### src/rtl/reg_bank_reader.sv
// reg_bank_reader: a bank of DEPTH registers with a direct write port and an
// in-order, valid/ready read-back port backed by a two-entry response buffer.
module reg_bank_reader #(
    parameter int WIDTH = 16,
    parameter int DEPTH = 8,
    parameter int AW    = 3
) (
    input  logic             clk,
    input  logic             rst,
    input  logic             wr_en,
    input  logic [AW-1:0]    wr_addr,
    input  logic [WIDTH-1:0] wr_data,
    input  logic             rd_req_valid,
    output logic             rd_req_ready,
    input  logic [AW-1:0]    rd_addr,
    output logic             rd_rsp_valid,
    input  logic             rd_rsp_ready,
    output logic [WIDTH-1:0] rd_rsp_data,
    output logic [AW-1:0]    rd_rsp_addr,
    output logic             rd_rsp_err
);

    // One extra bit so DEPTH == 2^AW still fits in the limit constant.
    localparam logic [AW:0] DEPTH_LIM = (AW+1)'(DEPTH);

    logic [WIDTH-1:0] regs [DEPTH];

    logic [WIDTH-1:0] buf_data [2];
    logic [AW-1:0]    buf_addr [2];
    logic             buf_err  [2];
    logic             wr_ptr;
    logic             rd_ptr;
    logic [1:0]       count;

    logic             wr_ok;
    logic             rd_ok;
    logic             push;
    logic             pop;
    logic [WIDTH-1:0] cap_data;

    assign wr_ok        = ({1'b0, wr_addr} < DEPTH_LIM);
    assign rd_ok        = ({1'b0, rd_addr} < DEPTH_LIM);
    assign rd_req_ready = (count < 2'd2);
    assign rd_rsp_valid = (count != 2'd0);
    assign push         = rd_req_valid & rd_req_ready;
    assign pop          = rd_rsp_valid & rd_rsp_ready;

    assign rd_rsp_data  = buf_data[rd_ptr];
    assign rd_rsp_addr  = buf_addr[rd_ptr];
    assign rd_rsp_err   = buf_err[rd_ptr];

    // Register bank write; an address beyond DEPTH matches no register and is dropped.
    always_ff @(posedge clk or posedge rst) begin
        if (rst) begin
            for (int i = 0; i < DEPTH; i++) begin
                regs[i] <= '0;
            end
        end else if (wr_en) begin
            for (int i = 0; i < DEPTH; i++) begin
                if (wr_addr == AW'(i)) begin
                    regs[i] <= wr_data;
                end
            end
        end
    end

    // Capture value for a new request, forwarding a same-cycle write so it is never missed.
    always_comb begin
        cap_data = '0;
        if (rd_ok) begin
            if (wr_en && wr_ok && (wr_addr == rd_addr)) begin
                cap_data = wr_data;
            end else begin
                for (int i = 0; i < DEPTH; i++) begin
                    if (rd_addr == AW'(i)) begin
                        cap_data = regs[i];
                    end
                end
            end
        end
    end

    // Two-entry response FIFO: entries are snapshots, frozen until popped.
    always_ff @(posedge clk or posedge rst) begin
        if (rst) begin
            for (int i = 0; i < 2; i++) begin
                buf_data[i] <= '0;
                buf_addr[i] <= '0;
                buf_err[i]  <= 1'b0;
            end
            wr_ptr <= 1'b0;
            rd_ptr <= 1'b0;
            count  <= 2'd0;
        end else begin
            if (push) begin
                buf_data[wr_ptr] <= cap_data;
                buf_addr[wr_ptr] <= rd_addr;
                buf_err[wr_ptr]  <= ~rd_ok;
                wr_ptr           <= ~wr_ptr;
            end
            if (pop) begin
                rd_ptr <= ~rd_ptr;
            end
            case ({push, pop})
                2'b10:   count <= count + 2'd1;
                2'b01:   count <= count - 2'd1;
                default: count <= count;
            endcase
        end
    end

endmodule

### config.mk
export PLATFORM = sky130hd
export DESIGN_NAME = reg_bank_reader
export DESIGN_NICKNAME = d
export VERILOG_FILES = /design/src/rtl/reg_bank_reader.sv
export SDC_FILE = /design/constraint.sdc
export NUM_CORES = 1
export LEC_CHECK = 0
export BUFFER_PORTS_ARGS = -buffer_cell sky130_fd_sc_hd__buf_2
export CORE_ASPECT_RATIO = 0.75
export CORE_MARGIN = 10
export CORE_UTILIZATION = 50
export CTS_BUF_LIST = sky130_fd_sc_hd__clkbuf_16
export DETAILED_ROUTE_END_ITERATION = 10
export PLACE_DENSITY = 0.7
export SYNTH_ARGS = -nofsm -noshare
export SYNTH_HDL_FRONTEND = slang
export SYNTH_SLANG_ARGS = --single-unit
export TNS_END_PERCENT = 100
### constraint.sdc
create_clock -name clk -period 5.2 [get_ports clk]
set_input_delay 0.78 -clock clk [delete_from_list [all_inputs] [get_ports clk]]
set_output_delay 0.78 -clock clk [all_outputs]
set_load 0.01 [all_outputs]
==> results.yml <==
status:
  status: "complete, no violations"
synthesis:
  synth-xor-area-share: 0.00884
  syn_avg_cell_area_um2: 12.6
  ys_warn_count: 0
  synth-compound-area-share: 0.102
  yosys-mux-area-fraction: 0.227
  synthSimpleGateAreaFrac: 0.0894
  syn_nets: 659
  async_flop_share: 1.00
  synth_top_family_by_area: "multiplexers"
  yosys.area.top_type: "dfrtp_1"
  synthAdderAreaFrac: 0.00158
  synth_cells: 631
  ys.flop_type: "dfrtp_1"
  netlist_area_um2: 7930
  synth.top_cells.by_area: "dfrtp_1, mux2_2, a211oi_1"
  ys_ff_latch: 172
  synth_edf_count: 0
  yosysSeqAreaShare: 0.543
  synth_top_area_frac: 0.543
  yosysUniqueCellTypes: 37
die:
  die_y_um: 129
  io_pins: 49
  dieArea_um2: 21300
  chipWidth_um: 165
  core_um2: 15400
  initial_core_util: 0.516
  fp-row-count: 39
power_and_ir_drop:
  p_leak_nw: 3.71
  irDropWorstVdd_mv: 0.224
  power.density_nw_per_um2: 503
sta:
  fin_crit_sh: 0.589
  slew_violations: 0
  worstMarginPinSlew_ps: 1110
  fin_crit_ps: 3060
  setup_violations: 0
  skew_ps: 12.5
  slew_headroom: 0.259
  max_freq_mhz: 326
  finalHoldViolations: 0
  setup_tns_ps: 0
  worst_hold_slack_ps: 482
  rsz0062_at_grt: "false"
clock_tree:
  clk_path_buf_depth: 2
  path_clk_slew_ps: 70
  cts_buffers: 17
  ctsRootBufferMaster: "clkbuf_16"
  hold_buffers: 0
  clkLatencyLatePin_ps: 420
  htree_levels: 4
  post_cts_buffers: 0
  postCtsResizedCells: 0
  cts_tree: "built"
  clock-sinks: 172
place:
  dp_hpwl_um: 12300
  gp_congestion: 0.813
  portBuffers: 48
setup_path:
  critPathLaunchType: "input port"
  reg2reg_slack_ps: 3230
  crit_arrival_ps: 3340
  critical_path_peak_fanout: 54
  cp_data_required_time_ps: 5480
  criticalPathCategory: "input port to flop"
  critPathCaptureType: "flop"
global_route:
  grt_max_degree: 122
  grt_pass1_vias: 5176
  overflow: 0
  grt_usage: 0.173
  antenna_found_initial: 0
  grt_first_pass_wirelength_um: 29000
finish:
  antenna_cells: 0
  final_net_count: 687
  drive_gt1_frac: 0.370
  syn2layout_area_growth_pct: 12.9
  final_cell_mix: "dfrtp_1, mux2_2, buf_2, nor2_1, a31oi_1"
  final_common_cell: "dfrtp_1"
route:
  ant_nets: 0
  drcViolationCount: 0
  vias: 5253
  wirelength_um: 18200
  drtPass1Iterations: 5
  vias_per_cell: 6.00
  drtIter0Drc: 425
  wl_per_cell_um: 20.8
worst_hold_path:
  hold_class: "flop to flop"
run:
  drv_cap: 0
==> metal layers <==
layer	wire, µm	share of wire	up-vias	track usage
li1	-	-	2385	-
met1	9110	0.50	2708	0.269
met2	7570	0.42	148	0.236
met3	1410	0.078	12	0.0468
met4	105	0.0058	0	0.0304
met5	0	0	-	0
==> power by group <==
| group | internal, mW | total, mW | switching, mW |
|---|---|---|---|
| Clock | 0.902 | 1.43 | 0.524 |
| Combinational | 0.580 | 1.12 | 0.539 |
| Sequential | 1.73 | 1.95 | 0.227 |
| Total | 3.21 | 4.50 | 1.29 |
==> logic make-up after synthesis <==
family	Yosys count
buffers and inverters	49
flip-flops	172
adder cells (fa/ha/maj)	1
AND/OR/NAND/NOR	132
AO/OA/AOI/OAI	110
multiplexers	159
XOR/XNOR	8
==> cell usage after synthesis, types with 16 or more instances <==
master and instances:
nand2_1 19, mux2_2 148, nor2b_1 17, clkbuf_1 29
a31oi_1 31, a211oi_1 30, dfrtp_1 172, nor2_1 47
nand2b_1 16
==> per-stage QoR <==
stage               cell area, µm²  power [mW]  utilization  setup slack (ps)  std cells
detailed placement            8280        3.10        0.539              1730        845
floorplan                     7930        2.72            -              2220        631
CTS                           8950        4.52        0.582              2180        876
global route                  8950        4.74        0.582              1930        876
global placement              8280        3.03        0.539              1780        845
finish                        8950        4.50        0.582              2140        876
==> worst paths after layout <==
path	start	to	cells after the start
setup reg to reg	count[1]	buf_addr[3]	5
hold reg to reg	regs[119]	regs[119]	1
hold / removal	regs[119]	regs[119]	1
min in group asynchronous	rst	regs[123]	2
max in group asynchronous	rst	regs[40]	3
setup / recovery	rd_addr[2]	buf_data[13]	5
==> registers in the layout, summed over array words and instances (netlist names) <==
name	flops
buf_data	32
buf_err	2
regs	128
count	2
wr_ptr	1
buf_addr	6
rd_ptr	1
==> cell type report <==
cell class	count	area, µm²
repair buffers	56	313
multi-input cells	410	3390
well taps	205	256
fillers	1252	6420
flip-flops and latches	172	4300
clock inverters	14	244
inverters	2	11.3
clock buffers	17	425
==> critical path: stages <==
cell and delay, ps:
buf_2 740, and2_1 670, nand2_1 530, o221ai_1 460
a31oi_1 150
No activity file was read; power rests on OpenSTA's default activity.
